--- config.mk ---
export PLATFORM = sky130hd
export DESIGN_NAME = eru_varlat_adder
export DESIGN_NICKNAME = d
export VERILOG_FILES = /design/src/rtl/eru_varlat_adder.sv
export SDC_FILE = /design/constraint.sdc
export NUM_CORES = 1
export LEC_CHECK = 0
export ABC_AREA = 1
export CORE_MARGIN = 2
export CORE_UTILIZATION = 53
export CTS_BUF_LIST = sky130_fd_sc_hd__clkbuf_8
export DETAILED_ROUTE_END_ITERATION = 8
export PLACE_DENSITY = 0.78
export SLEW_MARGIN = 20
export SYNTH_ARGS = -nofsm -noshare
export SYNTH_HDL_FRONTEND = slang
export SYNTH_SLANG_ARGS = --single-unit
--- constraint.sdc ---
create_clock -name clk -period 3.04 [get_ports clk]
set_input_delay 0.304 -clock clk [delete_from_list [all_inputs] [get_ports clk]]
set_output_delay 0.304 -clock clk [all_outputs]
set_load 0.005 [all_outputs]
--- src/rtl/eru_varlat_adder.sv ---
// eru_varlat_adder
//   Block-speculative approximate adder with error detection and optional
//   one-cycle recovery. The operand word is split into BLK-bit sub-adders.
//   Each sub-adder's carry-in is guessed from the LOOK bits just below its
//   boundary. The exact sum is computed alongside, so the block can detect a
//   wrong guess. In exact mode a wrong guess costs one extra cycle, during
//   which the exact sum is produced from the held operands.
//
// Ports
//   clk, rst_n            clock (rising edge), asynchronous active-low reset
//   in_valid / in_ready   operand handshake (a, b, mode sampled on accept)
//   a, b                  unsigned WIDTH-bit operands
//   mode                  0 = approximate only, 1 = recover on speculation error
//   out_valid / out_ready result handshake
//   sum                   WIDTH+1-bit result, MSB is carry-out
//   err                   speculative sum differed from the exact sum
//   corrected             sum is the recovered exact value
//   err_clr               synchronous clear of err_count
//   err_count             saturating count of results with err=1
module eru_varlat_adder #(
  parameter int WIDTH = 32,
  parameter int BLK   = 2,
  parameter int LOOK  = 3,
  parameter int CNT_W = 16
) (
  input  logic             clk,
  input  logic             rst_n,
  input  logic             in_valid,
  output logic             in_ready,
  input  logic [WIDTH-1:0] a,
  input  logic [WIDTH-1:0] b,
  input  logic             mode,
  output logic             out_valid,
  input  logic             out_ready,
  output logic [WIDTH:0]   sum,
  output logic             err,
  output logic             corrected,
  input  logic             err_clr,
  output logic [CNT_W-1:0] err_count
);

  localparam int NBLK = WIDTH / BLK;

  typedef enum logic [1:0] {IDLE, FIX, OUT} state_t;

  // Speculative sum: each block ripples from a carry guessed by a LOOK-bit
  // window (carry-in 0) ending at the block's lower boundary. Block 0 starts
  // from a true carry-in of 0. The top block's carry-out becomes the MSB.
  function automatic logic [WIDTH:0] spec_add(input logic [WIDTH-1:0] x,
                                              input logic [WIDTH-1:0] y);
    logic [WIDTH:0] r;
    logic           c;
    r = '0;
    c = 1'b0;
    for (int k = 0; k < NBLK; k++) begin
      c = 1'b0;
      for (int j = 0; j < WIDTH; j++) begin
        if ((j < k*BLK) && (j >= k*BLK - LOOK))
          c = (x[j] & y[j]) | (c & (x[j] ^ y[j]));
      end
      for (int j = 0; j < BLK; j++) begin
        r[k*BLK+j] = x[k*BLK+j] ^ y[k*BLK+j] ^ c;
        c = (x[k*BLK+j] & y[k*BLK+j]) | (c & (x[k*BLK+j] ^ y[k*BLK+j]));
      end
    end
    r[WIDTH] = c;
    return r;
  endfunction

  state_t           state_q, state_d;
  logic [WIDTH-1:0] a_q, a_d, b_q, b_d;
  logic [WIDTH:0]   sum_q, sum_d;
  logic             err_q, err_d;
  logic             corr_q, corr_d;
  logic [CNT_W-1:0] cnt_q, cnt_d;

  logic [WIDTH:0]   sum_apx;
  logic [WIDTH:0]   sum_ex;
  logic [WIDTH:0]   sum_fix;
  logic             spec_err;
  logic             accept;
  logic             cnt_inc;

  assign sum_apx  = spec_add(a, b);
  assign sum_ex   = {1'b0, a} + {1'b0, b};
  assign sum_fix  = {1'b0, a_q} + {1'b0, b_q};
  assign spec_err = (sum_apx != sum_ex);

  assign in_ready = (state_q == IDLE) | ((state_q == OUT) & out_ready);
  assign accept   = in_valid & in_ready;

  always_comb begin
    state_d = state_q;
    a_d     = a_q;
    b_d     = b_q;
    sum_d   = sum_q;
    err_d   = err_q;
    corr_d  = corr_q;
    cnt_inc = 1'b0;
    case (state_q)
      IDLE, OUT: begin
        if (accept) begin
          a_d = a;
          b_d = b;
          if (mode && spec_err) begin
            // Result is not presented yet; FIX rebuilds it from a_q/b_q.
            err_d   = 1'b1;
            corr_d  = 1'b0;
            state_d = FIX;
          end else begin
            sum_d   = sum_apx;
            err_d   = spec_err;
            corr_d  = 1'b0;
            cnt_inc = spec_err;
            state_d = OUT;
          end
        end else if ((state_q == OUT) && out_ready) begin
          state_d = IDLE;
        end
      end
      FIX: begin
        sum_d   = sum_fix;
        corr_d  = 1'b1;
        cnt_inc = 1'b1;
        state_d = OUT;
      end
      default: state_d = IDLE;
    endcase
  end

  // Clear has priority over a coincident increment; the count sticks at all-ones.
  always_comb begin
    cnt_d = cnt_q;
    if (err_clr)
      cnt_d = '0;
    else if (cnt_inc && (cnt_q != {CNT_W{1'b1}}))
      cnt_d = cnt_q + 1'b1;
  end

  always_ff @(posedge clk or negedge rst_n) begin
    if (!rst_n) begin
      state_q <= IDLE;
      sum_q   <= '0;
      err_q   <= 1'b0;
      corr_q  <= 1'b0;
      cnt_q   <= '0;
    end else begin
      state_q <= state_d;
      sum_q   <= sum_d;
      err_q   <= err_d;
      corr_q  <= corr_d;
      cnt_q   <= cnt_d;
    end
  end

  // Held operands are only read in FIX, which is always entered through an accept.
  always_ff @(posedge clk) begin
    a_q <= a_d;
    b_q <= b_d;
  end

  assign out_valid = (state_q == OUT);
  assign sum       = sum_q;
  assign err       = err_q;
  assign corrected = corr_q;
  assign err_count = cnt_q;

endmodule
* After elaboration in Yosys (flattened, before gate mapping)
Index checks and enable logic that the tools add are counted.
Cells by class: reductions and logical operators 10, multiplexer cells 15, add/sub/neg operators 3, bitwise operators 188, eq/ne operators 7
Operators with widths (count):
- $and A1 B1 Y1 | 79
- $add A32 B32 Y33 | 2
- $mux W33 | 2
- $pmux W33 S2 | 1
- $xor A1 B1 Y1 | 63
- $or A1 B1 Y1 | 46
- $ne A33 B33 Y1 | 1
- $mux W16 | 2
- $add A16 B1 Y16 const B | 1
- $ne A16 B16 Y1 const B | 1
- $mux W2 | 3
- $mux W1 | 4
- $ne A2 B2 Y1 const B | 2
- $pmux W1 S2 | 2
- $pmux W2 S2 | 1
- $reduce_and A2 Y1 | 2
- $reduce_bool A2 Y1 | 2
- $logic_and A1 B1 Y1 | 3
- $ne A3 B3 Y1 const B | 1
- $reduce_and A3 Y1 | 1
- $eq A2 B1 Y1 const B | 1
- $eq A2 B2 Y1 const B | 1
- $logic_not A2 Y1 | 1
- $reduce_or A2 Y1 | 1
Storage, ports and cells: flip-flop bits (word level) 117, word-level logic and storage cells 230, output and inout port bits 53, input port bits 70

* Logic depth before layout (Yosys ltp)
depth in word-level cells 17, gate-level depth with buffers 23

* Worst setup path after synthesis
Ideal clock, no wire load.
path type input to register, start point input a[28], end point register sum_q[10] (netlist: sum[10]), stages 21, library setup time 0.126 ns, arrival time 2.981 ns, data required time 2.914 ns, path slack -0.067 ns, path through ha_1 -> nand2_1 -> nand2_1 -> a21oi_1 -> fa_1 -> fa_1 -> xor2_1 -> nand3_1 -> nand2_1 -> nand2_1 -> inv_1 -> nand2_1 -> nor2_2 -> nand4_2 -> nand2_2 -> nand2_4 -> nand2_4 -> inv_4 -> buf_6 -> nand2_1 -> nand3_1
Between the ends: longest elaborated chain between the ends 13, elaborated cells on any way between the ends 21, classes of those cells add/sub: 1; eq/ne: 2; bitwise: 16; reduce/logical: 2
RTL lines:
- from (decl) | line 30 | input logic [WIDTH-1:0] a,
- $xor A1 B1 Y1 | line 59, 62, 63
- $and A1 B1 Y1 | line 59 | c = (x[j] & y[j]) | (c & (x[j] ^ y[j]));
- $or A1 B1 Y1 | line 59
- $and A1 B1 Y1 | line 59
- $or A1 B1 Y1 | line 59
- $and A1 B1 Y1 | line 63 | c = (x[k*BLK+j] & y[k*BLK+j]) | (c & (x[k*BLK+j] ^ y[k*BLK+j]));
- $or A1 B1 Y1 | line 63
- $and A1 B1 Y1 | line 63
- $or A1 B1 Y1 | line 63
- $ne A33 B33 Y1 * | line 87 | assign spec_err = (sum_apx != sum_ex);
- $logic_and A1 B1 Y1 * | line 105 | if (mode && spec_err) begin
- $ne A2 B2 Y1 (no source line) *
- $reduce_and A3 Y1 (no source line) *
- to (signal assigned) | line 149 | sum_q <= sum_d;
- to (decl) | line 72 | logic [WIDTH:0] sum_q, sum_d;
Mark *: on every way between the ends. The rest lies on a longest branch, timed or not. A chain may end at the register's enable or synchronous reset.

* Final worst setup path
start point input b[29], end point register sum_q[28] (netlist: sum[28])
Between the ends: longest elaborated chain between the ends 11, elaborated cells on any way between the ends 16, classes of those cells add/sub: 1; eq/ne: 2; bitwise: 11; reduce/logical: 2
RTL lines:
- from (decl) | line 31 | input logic [WIDTH-1:0] b,
- branches (longest 7 deep; another with $add A32 B32 Y33)
- $ne A33 B33 Y1 * | line 87
- $logic_and A1 B1 Y1 * | line 105
- $ne A2 B2 Y1 (no source line) *
- $reduce_and A3 Y1 (no source line) *
Mark *: on every way between the ends.

==> flow_metrics.env <==
export IMPL_outcome="complete, but fails checks"
export IMPL_violations="setup timing"
export IMPL_finalSetupViolations=48
export IMPL_path_clk_slew_ns=0.07
export IMPL_nets=1870
export IMPL_dp_hpwl_um=24800
export IMPL_ys_types=45
export IMPL_worst_slack_ns=-0.117
export IMPL_min_path_type="input pin to flop"
export IMPL_via_count=10900
export IMPL_synth_top_area_share_pct=19.5
export IMPL_syn2layout_area_growth_pct=41.3
export IMPL_crit_arrival_ns=3.54
export IMPL_syn_mean_instance_area_um2=7.12
export IMPL_dpl_cell_count=1898
export IMPL_grt_met3_usage_pct=5.20
export IMPL_p_leak_uw=0.00723
export IMPL_chipWidth_um=140
export IMPL_yosys_warnings=0
export IMPL_max_stage_delay_ns=0.55
export IMPL_timing_setup_tns_ns=-2.10
export IMPL_top_usage_layer="met2"
export IMPL_seq_area_um2=3250
export IMPL_initial_core_util_pct=54.4
export IMPL_synth_area_top_cells="edfxtp_1 20%, nand2_1 17%, dfrtp_1 13%, inv_1 8.5%, ha_1 8.3%"
export IMPL_critical_path_top_delay_family="adder cells"
export IMPL_cts_made_buffers=17
export IMPL_grt_pass1_vias=10000
export IMPL_cts_root_buf="clkbuf_8"
export IMPL_rows=49
export IMPL_crit_type="input pin to flop"
export IMPL_stdcell_count=1964
export IMPL_drive_above_1_share_pct=22.7
export IMPL_clock_sinks=117
export IMPL_worstPathMaxFanout=5
export IMPL_async_reset_ff_share_pct=45.3
export IMPL_mostFrequentLayoutCells="421 x nand2_1, 225 x inv_1, 205 x buf_4"
export IMPL_seq_area_frac_synth_pct=33.0
export IMPL_tightest_slew_ns=0.932
export IMPL_final_common_cell="nand2_1"
export IMPL_synthesis_nets=1535
export IMPL_totalWireLength_um=35000
export IMPL_path_cells="clkdlybuf4s15_1 -> ha_4 -> a21oi_2 -> fa_2 -> fa_1 -> xor2_1 -> nand3_1 -> nand2_1 -> nand2_1 -> inv_2 -> nand2_2 -> nor2_4 -> nand4_4 -> nand2_4 -> nand2_8 -> buf_6 -> or2_2 -> nand3_1"
export IMPL_multiInputGateArea_um2=6260
export IMPL_fin_skew_ns=0.0231
export IMPL_grt_usage_pct=33.1
export IMPL_ant_nets=0
export IMPL_gp_congestion=0.984
export IMPL_ir_worst_vdd_mv=0.291
export IMPL_synth_edff_count=64
export IMPL_clkLatencyLatePin_ns=0.46
export IMPL_finalPower_uw=6450
export IMPL_ys_ff_latch=117
export IMPL_antenna_found_initial=3
export IMPL_drt_iter0_drc=1189
export IMPL_finalHoldViolCount=0
export IMPL_htree_num_levels=4
export IMPL_relSlewSlack_pct=37.8
export IMPL_finalMaxSlewViolations=0
export IMPL_fill_cells=1256
export IMPL_period_share_pct=104
export IMPL_met1_usage_pct=43.0
export IMPL_grt_max_degree=61
export IMPL_cp_end_kind="flop"
export IMPL_ys_flop_type="edfxtp_1"
export IMPL_grt_util_met2_pct=55.7
export IMPL_synth_area_um2=9850
export IMPL_clk_path_buf_depth=2
export IMPL_hold_ws_ns=0.0544
export IMPL_cp_start_kind="input pin"
export IMPL_drc=0
export IMPL_p_per_area_nw_per_um2=464
export IMPL_fp_dieH_um=140
export IMPL_routedWlPerCell_um=17.8
export IMPL_port_buffers=122
export IMPL_via_per_inst=5.55
export IMPL_io_pins=123
export IMPL_cap_violations=0
export IMPL_synthCells=1382
export IMPL_grt_ovfl_total=0
export IMPL_coreArea_um2=18100
export IMPL_cp_slowest_cell="fa_1"
export IMPL_grt_pass1_wl_um=50900
export IMPL_cts_tree="done"
export IMPL_post_synth_top_area_cell="edfxtp_1"
export IMPL_period_needed_ns=3.16
export IMPL_cp_data_required_time_ns=3.43
export IMPL_crit_buf_inv=3
export IMPL_clock_fmax_mhz=317
export IMPL_firstDrtPassIters=5
export IMPL_dieArea_um2=19700
-- metrics by stage --
step	util (%)	cell area (um2)	setup slack [ns]
2_1_floorplan	-	9880	-0.00177
3_3_place_gp	70.1	12700	-0.671
3_5_place_dp	70.1	12700	-0.809
4_1_cts	74.7	13500	0.00223
5_1_grt	76.9	13900	-0.177
6_report	76.9	13900	-0.117
-- state kept, by name, summed over array words and instances, names as in the netlist --
| name | cells |
|---|---|
| state_q | 2 |
| a_q | 32 |
| corrected | 1 |
| err_count | 16 |
| b_q | 32 |
| sum | 33 |
| err | 1 |
-- synthesized netlist by cell type, drive strengths merged, types with 6 or more instances --
library cell and number:
fa 18, edfxtp 64, inv 228, nor2 102
nor3 17, o211ai 6, or2 13, nand3b 6
nor4 7, o21ai 55, clkbuf 8, nand3 68
a21oi 82, and2 6, xnor2 14, nand2 455
ha 65, o21bai 7, buf 9, nand4 29
xor2 47, dfrtp 53
-- area by class of cell --
cell class	count	area share [%]
Sequential cell	117	23.3
Clock inverter	13	0.998
Antenna cell	5	0.0899
Tap cell	229	2.06
Clock buffer	19	1.88
Timing Repair Buffer	333	20.4
Multi-Input combinational cell	1019	45.0
Inverter	229	6.27
-- worst register-to-register path: stages, from the launching register on --
cell	delay, ns
edfxtp_1	0.40
ha_1	0.42
nand2_1	0.16
nor2_1	0.13
inv_1	0.06
nor3_1	0.19
nand3_1	0.14
nand3b_1	0.18
nand2_1	0.11
a21oi_1	0.17
xor2_1	0.24
nand2_1	0.10
o21ai_0	0.21
nand2_1	0.10
nand2_1	0.08
-- timing repair --
action / 4_1_cts / 5_1_grt
pin swaps: 77 / 77
hold endpoints to repair: 28 / 0
hold buffers: 1 / 0
setup buffers: 20 / 7
gates cloned: 1 / 0
resized for setup: 105 / 106
setup endpoints to repair: 51 / 51
-- cells by family after synthesis --
kind of cell	count (synthesis)	synth area share, %
AO/OA/AOI/OAI	171	9.57
adder cells (fa/ha/maj)	83	11.9
AND/OR/NAND/NOR	704	30.3
buffers and inverters	246	9.81
flip-flops	117	33.0
XOR/XNOR	61	5.43
-- per-layer routing --
metal / wire length [um] / part of all wire (%)
met1: 13500 / 38
met2: 16800 / 48
met4: 1530 / 4.4
met5: 0 / 0
met3: 3250 / 9.3
-- path summary, 6_finish.rpt --
path                                     from                   to  slack (ns)  depth (start not counted)
min                                     b[27]    b_q[27]$_DFFE_PP_        0.05                          1
min reg2reg                sum[6]$_DFFE_PN0P_   sum[6]$_DFFE_PN0P_        0.48                          2
max                                     b[29]  sum[28]$_DFFE_PN0P_       -0.12                         18
max reg2reg                 a_q[14]$_DFFE_PP_  sum[31]$_DFFE_PN0P_        0.30                         14
min in group asynchronous               rst_n  sum[13]$_DFFE_PN0P_        0.40                          2
max in group asynchronous               rst_n  sum[29]$_DFFE_PN0P_        1.84                          3
-- power breakdown --
| group | internal, uW | switching, uW | total (uW) |
|---|---|---|---|
| Sequential | 1930 | 139 | 2070 |
| Clock | 838 | 676 | 1510 |
| Combinational | 1330 | 1530 | 2860 |
| Total | 4100 | 2350 | 6450 |
Note: power is estimated with default switching activity, not from simulation.
